<file path="src/rtl/vscpu_mem_dump.sv">
// vscpu_mem_dump: reads a window of words from the VSCPU block RAM and streams them out as (address, data).
// Latency: first out_valid 3 cycles after an accepted start, then 1 word per 3 cycles with out_ready high.
// Backpressure: out_valid/out_addr/out_data hold until out_ready; no further RAM read is issued meanwhile.
//
// Ports:
//   clk, rst            clock and asynchronous active-high reset
//   start               1-cycle request, only honoured while idle
//   base_addr, count    window start and length, latched on an accepted start (count 0 is legal)
//   busy, done          busy during the dump; done pulses once when the window is finished
//   mem_we/addr/din     single-port RAM request side (write enable and write data held at 0)
//   mem_dout            RAM registered read data, valid the cycle after mem_addr
//   out_valid/ready     stream handshake
//   out_addr, out_data  address and data of the current stream word
//   checksum            only with VSCPU_DUMP_CHECKSUM_EN: wrapping 32-bit sum of the accepted words
//
// Build option: define VSCPU_DUMP_CHECKSUM_EN to add the checksum output.

module vscpu_mem_dump #(
  parameter int SIZE  = 14,
  parameter int DEPTH = 16384
) (
  input  logic            clk,
  input  logic            rst,
  input  logic            start,
  input  logic [SIZE-1:0] base_addr,
  input  logic [SIZE:0]   count,
  output logic            busy,
  output logic            done,
  output logic            mem_we,
  output logic [SIZE-1:0] mem_addr,
  output logic [31:0]     mem_din,
  input  logic [31:0]     mem_dout,
  output logic            out_valid,
  input  logic            out_ready,
  output logic [SIZE-1:0] out_addr,
  output logic [31:0]     out_data
`ifdef VSCPU_DUMP_CHECKSUM_EN
  ,
  output logic [31:0]     checksum
`endif
);

  // Highest RAM address; the pointer steps from here back to 0.
  localparam logic [SIZE-1:0] LAST_ADDR = SIZE'(DEPTH - 1);

  typedef enum logic [2:0] {
    S_IDLE    = 3'd0,
    S_ISSUE   = 3'd1,
    S_CAPTURE = 3'd2,
    S_OUT     = 3'd3,
    S_DONE    = 3'd4
  } state_t;

  state_t          state_q, state_d;
  logic [SIZE-1:0] ptr_q, ptr_d;
  logic [SIZE:0]   remaining_q, remaining_d;
  logic            out_valid_q, out_valid_d;
  logic [SIZE-1:0] out_addr_q, out_addr_d;
  logic [31:0]     out_data_q, out_data_d;
`ifdef VSCPU_DUMP_CHECKSUM_EN
  logic [31:0]     checksum_q, checksum_d;
`endif

  logic            handshake;
  assign handshake = out_valid_q && out_ready;

  // ---------------------------------------------------------------------------
  // State and datapath registers
  // ---------------------------------------------------------------------------
  always_ff @(posedge clk or posedge rst) begin
    if (rst) begin
      state_q     <= S_IDLE;
      ptr_q       <= '0;
      remaining_q <= '0;
      out_valid_q <= 1'b0;
      out_addr_q  <= '0;
      out_data_q  <= '0;
`ifdef VSCPU_DUMP_CHECKSUM_EN
      checksum_q  <= '0;
`endif
    end else begin
      state_q     <= state_d;
      ptr_q       <= ptr_d;
      remaining_q <= remaining_d;
      out_valid_q <= out_valid_d;
      out_addr_q  <= out_addr_d;
      out_data_q  <= out_data_d;
`ifdef VSCPU_DUMP_CHECKSUM_EN
      checksum_q  <= checksum_d;
`endif
    end
  end

  // ---------------------------------------------------------------------------
  // Next-state logic
  // ---------------------------------------------------------------------------
  always_comb begin
    state_d = state_q;
    case (state_q)
      S_IDLE: begin
        if (start) begin
          state_d = (count == '0) ? S_DONE : S_ISSUE;
        end
      end
      S_ISSUE:   state_d = S_CAPTURE;
      S_CAPTURE: state_d = S_OUT;
      S_OUT: begin
        if (handshake) begin
          // remaining_q still counts the word being accepted now.
          state_d = (remaining_q == (SIZE+1)'(1)) ? S_DONE : S_ISSUE;
        end
      end
      S_DONE:    state_d = S_IDLE;
      default:   state_d = S_IDLE;
    endcase
  end

  // ---------------------------------------------------------------------------
  // Datapath next values
  // ---------------------------------------------------------------------------
  always_comb begin
    ptr_d       = ptr_q;
    remaining_d = remaining_q;
    out_valid_d = out_valid_q;
    out_addr_d  = out_addr_q;
    out_data_d  = out_data_q;
`ifdef VSCPU_DUMP_CHECKSUM_EN
    checksum_d  = checksum_q;
`endif
    case (state_q)
      S_IDLE: begin
        if (start) begin
          ptr_d       = base_addr;
          remaining_d = count;
`ifdef VSCPU_DUMP_CHECKSUM_EN
          checksum_d  = '0;
`endif
        end
      end
      S_CAPTURE: begin
        // mem_dout answers the address issued in the previous cycle.
        out_data_d  = mem_dout;
        out_addr_d  = ptr_q;
        out_valid_d = 1'b1;
      end
      S_OUT: begin
        if (handshake) begin
          out_valid_d = 1'b0;
          ptr_d       = (ptr_q == LAST_ADDR) ? '0 : ptr_q + 1'b1;
          remaining_d = remaining_q - 1'b1;
`ifdef VSCPU_DUMP_CHECKSUM_EN
          checksum_d  = checksum_q + out_data_q;
`endif
        end
      end
      default: ;
    endcase
  end

  // ---------------------------------------------------------------------------
  // Outputs
  // ---------------------------------------------------------------------------
  always_comb begin
    busy      = 1'b0;
    done      = 1'b0;
    mem_we    = 1'b0;
    mem_din   = '0;
    mem_addr  = '0;
    case (state_q)
      S_ISSUE: begin
        busy     = 1'b1;
        mem_addr = ptr_q;
      end
      S_CAPTURE: busy = 1'b1;
      S_OUT:     busy = 1'b1;
      S_DONE:    done = 1'b1;
      default: ;
    endcase
  end

  assign out_valid = out_valid_q;
  assign out_addr  = out_addr_q;
  assign out_data  = out_data_q;
`ifdef VSCPU_DUMP_CHECKSUM_EN
  assign checksum  = checksum_q;
`endif

endmodule

</file>
<file path="config.mk">
export PLATFORM = sky130hd
export DESIGN_NAME = vscpu_mem_dump
export DESIGN_NICKNAME = d
export VERILOG_FILES = /design/src/rtl/vscpu_mem_dump.sv
export SDC_FILE = /design/constraint.sdc
export NUM_CORES = 1
export LEC_CHECK = 0
export CELL_PAD_IN_SITES_DETAIL_PLACEMENT = 1
export CELL_PAD_IN_SITES_GLOBAL_PLACEMENT = 2
export CORE_MARGIN = 8
export CORE_UTILIZATION = 27
export CTS_CLUSTER_SIZE = 12
export DETAILED_ROUTE_END_ITERATION = 10
export PLACE_DENSITY = 0.89
export SKIP_CTS_REPAIR_TIMING = 1
export SYNTH_ARGS = -nofsm -noshare
export SYNTH_HDL_FRONTEND = slang
export SYNTH_SLANG_ARGS = --single-unit
</file>
<file path="constraint.sdc">
create_clock -name clk -period 3.7 [get_ports clk]
set_input_delay 0.925 -clock clk [delete_from_list [all_inputs] [get_ports clk]]
set_output_delay 0.925 -clock clk [all_outputs]
set_load 0.02 [all_outputs]
</file>
== Yosys cells after proc, flatten, opt, wreduce, memory -nomap -nowiden ==
Index checks and enable logic that the tools add are counted.
Operators by class
  add/sub/neg operators: 2
  reductions and logical operators: 9
  mux-type cells: 17
  equality and inequality tests: 8
Operators with widths (number)
  14-bit two-way mux: 4
  15-bit two-way mux: 2
  15-bit one-hot mux with 2 select lines: 1
  14-bit one-hot mux with 2 select lines: 1
  15-bit by 1-bit == test with 1-bit output (second input constant): 1
  15-bit logical NOT: 1
  15-bit by 1-bit subtractor with 15-bit output (second input constant): 1
  14-bit by 1-bit adder with 14-bit output (second input constant): 1
  14-bit == test (second input constant): 1
  3-bit two-way mux: 4
  3-bit one-hot mux with 4 select lines: 1
  3-bit by 2-bit == test with 1-bit output (second input constant): 2
  2-bit != test (second input constant): 2
  2-bit AND reduction: 2
  2-bit nonzero test: 2
  3-bit by 1-bit == test with 1-bit output (second input constant): 1
  3-bit == test (second input constant): 1
  3-bit logical NOT: 1
  1-bit two-way mux: 3
  3-bit AND reduction: 1
  3-bit OR reduction: 1
  1-bit one-hot mux with 2 select lines: 1
  1-bit logical AND: 1
Word-level totals
  word-level logic and storage cells: 42
  output and inout bits: 96
  register bits after elaboration: 79
  input port bits: 65

== Logic depth before layout (Yosys ltp) ==
Gate-level depths: netlist (run 1).
  depth after elaboration: 4
  gate-level depth with buffers: 7
  depth with buffers taken out: 6

== Least setup slack after synthesis (run 1) ==
No wires, ideal clock.
  path kind: reg2out
  start: reg state_q[2]
  end: out mem_addr[10]
  setup slack: 1.488 ns
  cell stages (with the launch flop): 5
  path buffers: 2
  data required time: 2.775 ns
  data arrival time: 1.287 ns
  path through: dfrtp_1 buf_2 nor3b_1 clkbuf_1 and2_1
On the way
  word-level cells in the longest chain between the ends: 2
RTL lines
  from (decl): RTL line 54  | state_t state_q, state_d;
  from (signal assigned): RTL line 82  | state_q <= state_d;
  3-bit by 1-bit == test with 1-bit output: RTL line 169  | case (state_q)
  14-bit two-way mux: RTL line 169
  to (decl): RTL line 30  | output logic [SIZE-1:0] mem_addr,
Every way passes these cells.

== Final worst setup path (run 1) ==
  start: reg state_q[2]
  end: out mem_addr[9]
The elaborated chain is that of the path after synthesis.

==> impl_metrics.csv, run 1 <==
group,metric,value,unit
sta,fmax,330,MHz
routing,drtPass1Iterations,4,
global_route,grtUsageMet2,22.9,%
yosys,ys_types,55,
clock_tree,clkTransAtPathRegs,0.06,ns
clock_tree,clock_latency,0.34,ns
global_route,grt_remaining_overflow,0,
critical_path,r2r-end,"ptr_q[13]",
sta,finalSetupViolations,0,
critical_path,crit_type,"reg2out",
sta,finalHoldViolCount,0,
global_route,met3_usage,4.70,%
pwr,finalPower,4860,uW
critical_path,cp_top_family,"buffers and inverters",
global_route,grt_max_degree,52,
routing,vias,3468,
finish,drive_gt1_share,15.7,%
clock_tree,cts_root_buf,"clkbuf_16",
sta,maxSlewViolCount,0,
clock_tree,h-tree-depth,3,
die,fp.dieArea,20100,sq um
pwr,seqPwrFrac,34.4,%
die,coreArea,15700,sq um
clock_tree,numCtsBuffers,9,
routing,first_iter_violations,184,
placement,portBuffers,127,
yosys,synth_top_cell_by_area,"dfrtp_1",
sta,skew,0.00479,ns
placement,gp_congestion,0.799,
routing,ant_nets,0,
critical_path,critPathLaunchType,"flop",
placement,placed_cells,727,
routing,wl,13200,um
sta,period_needed,3.03,ns
die,row_count,46,
run_status,status,"finished, final reports clean",
critical_path,reg2reg_depth,5,
sta,rsz0062_at_grt,"no",
run,maxCapViolCount,0,
critical_path,startpoint,"state_q[2]",
critical_path,cp.arrival,2.10,ns
yosys,synthCells,403,
critical_path,cp.depth,4,
global_route,grt_busiest_layer,"met2",
pwr,netSwitchingFraction,40.1,%
clock_tree,clock_path_buffers,2,
pwr,powerDensity,820,nW/um^2
pwr,combPwrFrac,46.8,%
clock_tree,cts_tree,"yes",
routing,wl_per_cell,17.7,um
global_route,antenna_found_initial,0,
yosys,synth_edf_count,0,
pwr,power.switching,1950,uW
yosys,syn_area_per_cell,10.6,sq um
sta,worst_slew_pin_slew,0.926,ns
critical_path,critPathRequiredTime,2.77,ns
sta,finalSetupTns,0,ns
finish,syn_to_final_growth,39.1,%
yosys,yosysTopAreaCellShare,46.4,%
critical_path,crit_fanout,14,
yosys,async_reset_ff_share,100,%
die,boundaryPins,161,
die,initial_utilization,27.2,%
yosys,synthFlopType,"dfrtp_1",
clock_tree,cts.sinks,79,
min_path,hold_depth,1,
sta,fin_crit_sh,81.8,%
critical_path,critPathCaptureType,"output port",
finish,diodes,0,
critical_path,ff2ff_setup_slack,1.36,ns
global_route,grt_pass1_vias,3775,
yosys,ys_seq_area_share,46.4,%
yosys,synth-seq-cells,79,
pwr,power.internal,2910,uW
pwr,power.clock.fraction,18.9,%
yosys,yosys_warnings,0,
routing,vias_per_cell,4.67,
global_route,grtUsageMet1,15.7,%
critical_path,cp_slowest_cell,"clkdlybuf4s50_1",
critical_path,worstSetupEndpoint,"mem_addr[9]",
min_path,hold_class,"reg2reg",
finish,nets,591,
sta,slew_headroom,38.2,%
critical_path,cp_cell_sequence,"nor3b_1, buf_4, and2_1, clkdlybuf4s50_1",
yosys,netlist_area,4260,sq um
finish,final_cells,743,
critical_path,crit_path_max_incr_delay,0.62,ns
global_route,track_usage,13.3,%
die,die-width,142,um
yosys,synth_most_common_cell,"dfrtp_1",
routing,drc,0,
yosys,yosys-top-cells-count,"79 x dfrtp_1, 46 x mux2_2, 33 x buf_4, 24 x o21ai_0, 21 x nand2_1",
critical_path,r2r-start,"ptr_q[1]",
pwr,leakagePower,0.00239,uW
pwr,vdd_drop_max,0.000232,V
die,die_h,142,um
placement,hpwl,9990,um
critical_path,critical_path_buf_inv_count,2,
yosys,synth_area_leaders,"dfrtp_1 46%, mux2_2 12%, buf_4 5.8%",
global_route,grt_pass1_wl,21000,um
==> power groups by stage <==
| stage | clock network [uW] | logic (uW) | registers, uW |
|---|---|---|---|
| 2_1_floorplan | 0 | 1140 | 1880 |
| 3_3_place_gp | 0 | 2230 | 1650 |
| 3_5_place_dp | 0 | 2300 | 1690 |
| 4_1_cts | 946 | 2310 | 1680 |
| 5_1_grt | 984 | 2460 | 1750 |
| 6_report | 916 | 2270 | 1670 |
==> cell families after synthesis <==
group / Yosys count / share of synthesized area, %
AND/OR/NAND/NOR: 113 / 15.5
AO/OA/AOI/OAI: 93 / 14.9
flip-flops: 79 / 46.4
buffers and inverters: 66 / 9.52
multiplexers: 47 / 12.4
adder cells (fa/ha/maj): 4 / 1.17
other: 1 / 0.0880
==> worst min-delay path by stage <==
| stage | start | endpoint | slack (ns) |
|---|---|---|---|
| 5_1_grt | out_data[30] | out_data[30] | 0.53 |
| 2_1_floorplan | remaining_q[13] | remaining_q[13] | 0.48 |
| 3_5_place_dp | out_data[5] | out_data[5] | 0.50 |
| 6_report | out_data[5] | out_data[5] | 0.50 |
| 3_3_place_gp | out_data[29] | out_data[29] | 0.49 |
| 4_1_cts | out_data[5] | out_data[5] | 0.51 |
==> cells in the final DEF (no fill, tap or decap), drive strengths merged, types with 3 or more instances in the layout <==
master and count:
clkdlybuf4s50 127, conb 33, nor3 11, a21oi 22, or3 4, and2 18
buf 7, dfrtp 79, clkbuf 9, clkinv 4, inv 9, nand3 9
nor2 12, o21ai 24, a2bb2oi 9, mux2 46, a22o 9, nand2 21
o31ai 5, ha 4, nand4 9, nor4 8, nand3b 3, o22ai 8
and3 4, a31oi 3
==> sequential cells by signal, summed over array words and instances, names as in the netlist <==
signal / count
remaining_q: 15
ptr_q: 14
state_q: 3
out_valid: 1
out_addr: 14
out_data: 32
==> routing by layer <==
metal,wire length [um],up-vias,share of wire (%)
met2,6600,106,50
met5,0,-,0
met4,82,0,0.62
met3,881,6,6.7
met1,5600,1717,43
li1,-,1639,-
==> worst register-to-register path: cells and delay by family, from the launching register on <==
family | cells | cell delay [ns]
AOI/OAI and AO/OA | 3 | 1.31
DFF | 1 | 0.48
adders and majority gates | 1 | 0.28
and+or+nand+nor | 1 | 0.17
==> layout make-up <==
type	count	area, sq um
flip-flops and latches	79	1980
multi-input cells	290	2000
clock buffers	9	225
repair buffers	134	1340
fillers	1758	9730
well taps	216	270
clock inverters	7	81.3
inverters	8	31.3
==> per-stage QoR <==
| stage | util [%] | hold WS (ns) | worst slack [ns] | cell area, sq um |
|---|---|---|---|---|
| 6_report | 37.8 | 0.505 | 0.672 | 5920 |
| 3_3_place_gp | 35.9 | 0.487 | 0.856 | 5620 |
| 3_5_place_dp | 35.9 | 0.496 | 0.821 | 5620 |
| 2_1_floorplan | - | 0.483 | 0.752 | 4380 |
| 4_1_cts | 37.8 | 0.511 | 0.621 | 5920 |
| 5_1_grt | 37.8 | 0.526 | 0.442 | 5920 |
Power figures use the tool's default switching activity.
==> run 2, diff against run 1 <==
--- a/config.mk
+++ b/config.mk
@@ -8,10 +8,10 @@
 export CELL_PAD_IN_SITES_DETAIL_PLACEMENT = 1
 export CELL_PAD_IN_SITES_GLOBAL_PLACEMENT = 2
 export CORE_MARGIN = 8
-export CORE_UTILIZATION = 27
+export CORE_UTILIZATION = 24
 export CTS_CLUSTER_SIZE = 12
 export DETAILED_ROUTE_END_ITERATION = 10
-export PLACE_DENSITY = 0.89
+export PLACE_DENSITY = 0.84
 export SKIP_CTS_REPAIR_TIMING = 1
 export SYNTH_ARGS = -nofsm -noshare
 export SYNTH_HDL_FRONTEND = slang
==> constraint.sdc (replaced) <==
create_clock -name clk -period 2.7 [get_ports clk]
set_input_delay 0.675 -clock clk [delete_from_list [all_inputs] [get_ports clk]]
set_output_delay 0.675 -clock clk [all_outputs]
set_load 0.02 [all_outputs]
==> impl_metrics.csv, run 2 (synthesis gave the netlist of run 1 again) <==
group,metric,value,unit
clock_tree,clock_path_buffers,2,
finish,seq_area,1980,sq um
critical_path,ff2ff_setup_slack,0.46,ns
finish,multi_input_area,2000,sq um
finish,syn_to_final_growth,40.8,%
run_status,status,"finished, final reports clean",
clock_tree,clock_latency,0.34,ns
global_route,track_usage,12.3,%
routing,vias_per_cell,4.72,
clock_tree,numCtsBuffers,9,
routing,ant_nets,0,
sta,finalSetupViolations,0,
sta,worst_slew_pin_slew,0.716,ns
global_route,grt_max_degree,58,
sta,period_needed,2.62,ns
finish,final_cells,756,
critical_path,critical_path_buf_inv_count,2,
critical_path,cp_cell_sequence,"nor3b_1, buf_4, and2_1, clkdlybuf4s50_1",
critical_path,crit_fanout,14,
finish,nets,596,
finish,final_cell_mix,"127 x clkdlybuf4s50_1, 79 x dfrtp_1, 46 x mux2_2",
pwr,powerDensity,1130,nW/um^2
clock_tree,clkTransAtPathRegs,0.06,ns
critical_path,cp.arrival,1.95,ns
finish,diodes,0,
finish,final_area,6000,sq um
global_route,antenna_found_initial,0,
critical_path,startpoint,"state_q[1]",
finish,n_fill_cell,1929,
routing,wl,13600,um
clock_tree,h-tree-depth,3,
critical_path,critPathCaptureType,"output port",
routing,first_iter_violations,152,
critical_path,cp_slowest_cell,"clkdlybuf4s50_1",
pwr,leakagePower,0.00243,uW
routing,vias,3571,
critical_path,critPathRequiredTime,2.03,ns
sta,finalSetupTns,0,ns
placement,hpwl,10400,um
die,die_h,149,um
finish,postLayoutCoreUtil,34.6,%
sta,maxSlewViolCount,0,
die,row_count,48,
routing,drtPass1Iterations,4,
placement,portBuffers,127,
die,coreArea,17400,sq um
routing,drc,0,
clock_tree,cts_root_buf,"clkbuf_16",
finish,drive_gt1_share,16.4,%
sta,finalHoldViolCount,0,
min_path,hp-start,"out_data[23]",
critical_path,crit_type,"reg2out",
critical_path,r2r-start,"ptr_q[0]",
critical_path,cp_top_family,"buffers and inverters",
die,die-width,149,um
critical_path,critPathLaunchType,"flop",
clock_tree,cts.sinks,79,
placement,placed_cells,741,
global_route,grt_pass1_vias,3874,
die,initial_utilization,24.5,%
sta,slew_headroom,51.9,%
global_route,grt_pass1_wl,21600,um
finish,largest_register_ffs,32,
global_route,grt_remaining_overflow,0,
placement,gp_congestion,0.788,
sta,skew,0.00538,ns
clock_tree,cts_tree,"yes",
finish,final_common_cell,"clkdlybuf4s50_1",
sta,fmax,382,MHz
routing,wl_per_cell,18.0,um
sta,fin_crit_sh,97.0,%
critical_path,crit_path_max_incr_delay,0.64,ns
die,fp.dieArea,22300,sq um
sta,rsz0062_at_grt,"no",
pwr,vdd_drop_max,0.000415,V
sta,holdWs,0.507,ns
placement,postPlaceCellArea,5680,sq um
min_path,hold_class,"reg2reg",
die,boundaryPins,161,
run,maxCapViolCount,0,
-- run 2: cell types whose count changed in the layout (fill, tap and decap cells not counted) --
cell | before | now
buf_12 | 1 | 2
clkinv_4 | 3 | 0
bufinv_16 | 1 | 2
buf_4 | 6 | 10
clkinv_2 | 1 | 2
clkbuf_8 | 0 | 1
inv_6 | 2 | 1
-- run 2: final timing paths --
check                      cells past startpoint      endpoint
hold reg to reg                                1  out_data[23]
max in group asynchronous                      3  out_data[16]
hold / removal                                 1  out_data[23]
min in group asynchronous                      2  out_data[27]
setup / recovery                               4  mem_addr[13]
setup reg to reg                               6      ptr_q[9]
-- run 2: area by class of cell --
class / count / share of cell area, %
sequential: 79 / 33.0
multi-input combinational: 290 / 33.4
clock inverter: 5 / 1.36
clock buffer: 10 / 3.98
tap: 225 / 4.69
timing repair buffer: 139 / 23.1
inverter: 8 / 0.521
-- run 2: stage by stage --
step	total power, uW	setup WS, ns
after floorplan	4140	0.00162
after global routing	7250	0.000588
after CTS	6910	0.0434
final	6810	0.0799
after global placement	5390	0.276
after detailed placement	5540	0.238
-- run 2: where the power goes --
| group | switching [uW] | internal (uW) | leakage, uW |
|---|---|---|---|
| Combinational | 1650 | 1540 | 0.00133 |
| Sequential | 524 | 1750 | 0.000944 |
| Clock | 508 | 832 | 0.000155 |
-- run 2: routing by layer --
metal | track usage (%) | up-vias | share of wire, %
met4 | 5.05 | 0 | 2.2
met1 | 14.5 | 1783 | 42
met5 | 0 | - | 0
met2 | 20.7 | 116 | 50
li1 | - | 1655 | -
met3 | 3.28 | 17 | 6.3
-- run 2: worst register-to-register path: cells and delay by family, from the launching register on --
kind / cells / cell delay, ns
AO/OA/AOI/OAI: 3 / 0.93
flip-flops: 1 / 0.46
adder cells (fa/ha/maj): 1 / 0.28
buffers and inverters: 1 / 0.27
AND/OR/NAND/NOR: 1 / 0.20
==> run 3, diff against run 2 <==
--- a/config.mk
+++ b/config.mk
@@ -12,7 +12,9 @@
 export CTS_CLUSTER_SIZE = 12
 export DETAILED_ROUTE_END_ITERATION = 10
 export PLACE_DENSITY = 0.84
+export REMOVE_ABC_BUFFERS = 1
 export SKIP_CTS_REPAIR_TIMING = 1
 export SYNTH_ARGS = -nofsm -noshare
 export SYNTH_HDL_FRONTEND = slang
 export SYNTH_SLANG_ARGS = --single-unit
+export TNS_END_PERCENT = 1
==> impl_metrics.csv, run 3 (synthesis gave the netlist of run 1 again) <==
group,metric,value,unit
pwr,powerDensity,1100,nW/um^2
sta,finalSetupTns,0,ns
global_route,grt_pass1_wl,21300,um
routing,drc,0,
sta,period_needed,2.38,ns
critical_path,cp.depth,3,
clock_tree,cts.sinks,79,
finish,drive_gt1_share,17.1,%
run,maxCapViolCount,0,
pwr,power.switching,2700,uW
clock_tree,cts_root_buf,"clkbuf_16",
critical_path,cp_cell_sequence,"buf_4, nor2_1, clkdlybuf4s50_1",
pwr,vdd_drop_max,0.000393,V
routing,first_iter_violations,154,
die,initial_utilization,24.5,%
sta,fmax,420,MHz
die,coreArea,17400,sq um
run_status,status,"finished, final reports clean",
pwr,leakagePower,0.00266,uW
routing,wl,13600,um
routing,top_layer,"met4",
die,die-width,149,um
critical_path,reg2reg_depth,6,
pwr,seqPwrFrac,34.7,%
global_route,grt_remaining_overflow,0,
pwr,power.internal,3930,uW
die,boundaryPins,161,
routing,wl_per_cell,18.0,um
clock_tree,clock_latency,0.34,ns
pwr,power.clock.fraction,17.3,%
placement,gp_congestion,0.804,
critical_path,ff2ff_setup_slack,0.54,ns
sta,worst_slew_pin_slew,0.663,ns
critical_path,critPathLaunchType,"flop",
finish,seq_area,1980,sq um
global_route,grt_pass1_vias,3889,
finish,nets,597,
finish,final_area,6010,sq um
critical_path,crit_path_max_incr_delay,0.64,ns
critical_path,crit_type,"reg2out",
sta,fin_crit_sh,88.1,%
finish,n_fill_cell,1945,
global_route,grt_max_degree,48,
critical_path,cp_top_family,"buffers and inverters",
pwr,netSwitchingFraction,40.7,%
routing,wl_met3,774,um
sta,rsz0062_at_grt,"no",
routing,vias,3539,
sta,finalSetupViolations,0,
finish,syn_to_final_growth,41.0,%
placement,portBuffers,127,
routing,drtPass1Iterations,4,
min_path,hold_depth,1,
finish,diodes,0,
routing,met2WireLength,6910,um
clock_tree,h-tree-depth,3,
placement,hpwl,10300,um
critical_path,critPathCaptureType,"output port",
finish,final_common_cell,"clkdlybuf4s50_1",
sta,skew,0.0101,ns
routing,drt-met1-wl,5520,um
critical_path,critical_path_buf_inv_count,2,
sta,maxSlewViolCount,0,
finish,largest_register_ffs,32,
min_path,hold_class,"reg2reg",
die,die_h,149,um
critical_path,critPathRequiredTime,2.03,ns
pwr,combPwrFrac,48.0,%
die,row_count,48,
critical_path,cp_slowest_cell,"clkdlybuf4s50_1",
critical_path,cp.arrival,1.70,ns
finish,final_cell_mix,"113 x clkdlybuf4s50_1, 77 x dfrtp_1, 46 x mux2_2",
finish,multi_input_area,2010,sq um
sta,finalHoldViolCount,0,
routing,vias_per_cell,4.67,
clock_tree,clkTransAtPathRegs,0.06,ns
global_route,antenna_found_initial,0,
clock_tree,cts_tree,"yes",
critical_path,crit_fanout,10,
sta,holdWs,0.505,ns
routing,ant_nets,0,
clock_tree,numCtsBuffers,9,
die,fp.dieArea,22300,sq um
global_route,track_usage,12.0,%
clock_tree,clock_path_buffers,2,
sta,slew_headroom,55.5,%
placement,postPlaceCellArea,5690,sq um
==> run 3: changes by cell type in the layout (fill, tap and decap cells not counted), sizes merged <==
cell,previous run,this run
clkinvlp,1,3
dlymetal6s2s,0,14
clkdlybuf4s50,127,113
bufinv,2,0
inv,8,9
buf,12,13
==> run 3: area by class of cell <==
type | count | share of cell area (%)
Timing Repair Buffer | 140 | 23.8
Inverter | 8 | 0.521
Clock buffer | 10 | 3.81
Sequential cell | 79 | 33.0
Clock inverter | 6 | 0.750
Multi-Input combinational cell | 290 | 33.4
Tap cell | 225 | 4.69
==> run 3: power groups by stage <==
stage	Sequential (uW)	Combinational, uW	Clock (uW)
floorplan	2600	1420	0
global route	2410	3450	1210
finish	2300	3190	1140
detailed placement	2310	3230	0
global placement	2260	3130	0
CTS	2300	3250	1180
==> run 3: layer usage <==
metal  vias to the layer above  global-route usage, %
met5                         -                      0
met4                         0                   5.60
met3                        22                   3.25
met2                       100                   20.5
met1                      1761                   13.8
li1                       1656                      -
==> run 3: final timing paths <==
path / to / startpoint
setup reg to reg: remaining_q[12] / remaining_q[0]
setup / recovery: busy / state_q[2]
max in group asynchronous: out_addr[9] / rst
hold reg to reg: out_data[7] / out_data[7]
min in group asynchronous: out_addr[6] / rst
hold / removal: out_data[7] / out_data[7]
==> run 3: through the flow <==
stage / setup slack [ns] / utilization [%] / instances / total power [uW]
floorplan: -1.63 / - / 377 / 4020
global placement: 0.291 / 32.8 / 742 / 5390
detailed placement: 0.219 / 32.8 / 742 / 5550
CTS: -0.100 / 34.4 / 758 / 6730
global route: 0.233 / 34.6 / 758 / 7070
finish: 0.321 / 34.6 / 758 / 6630
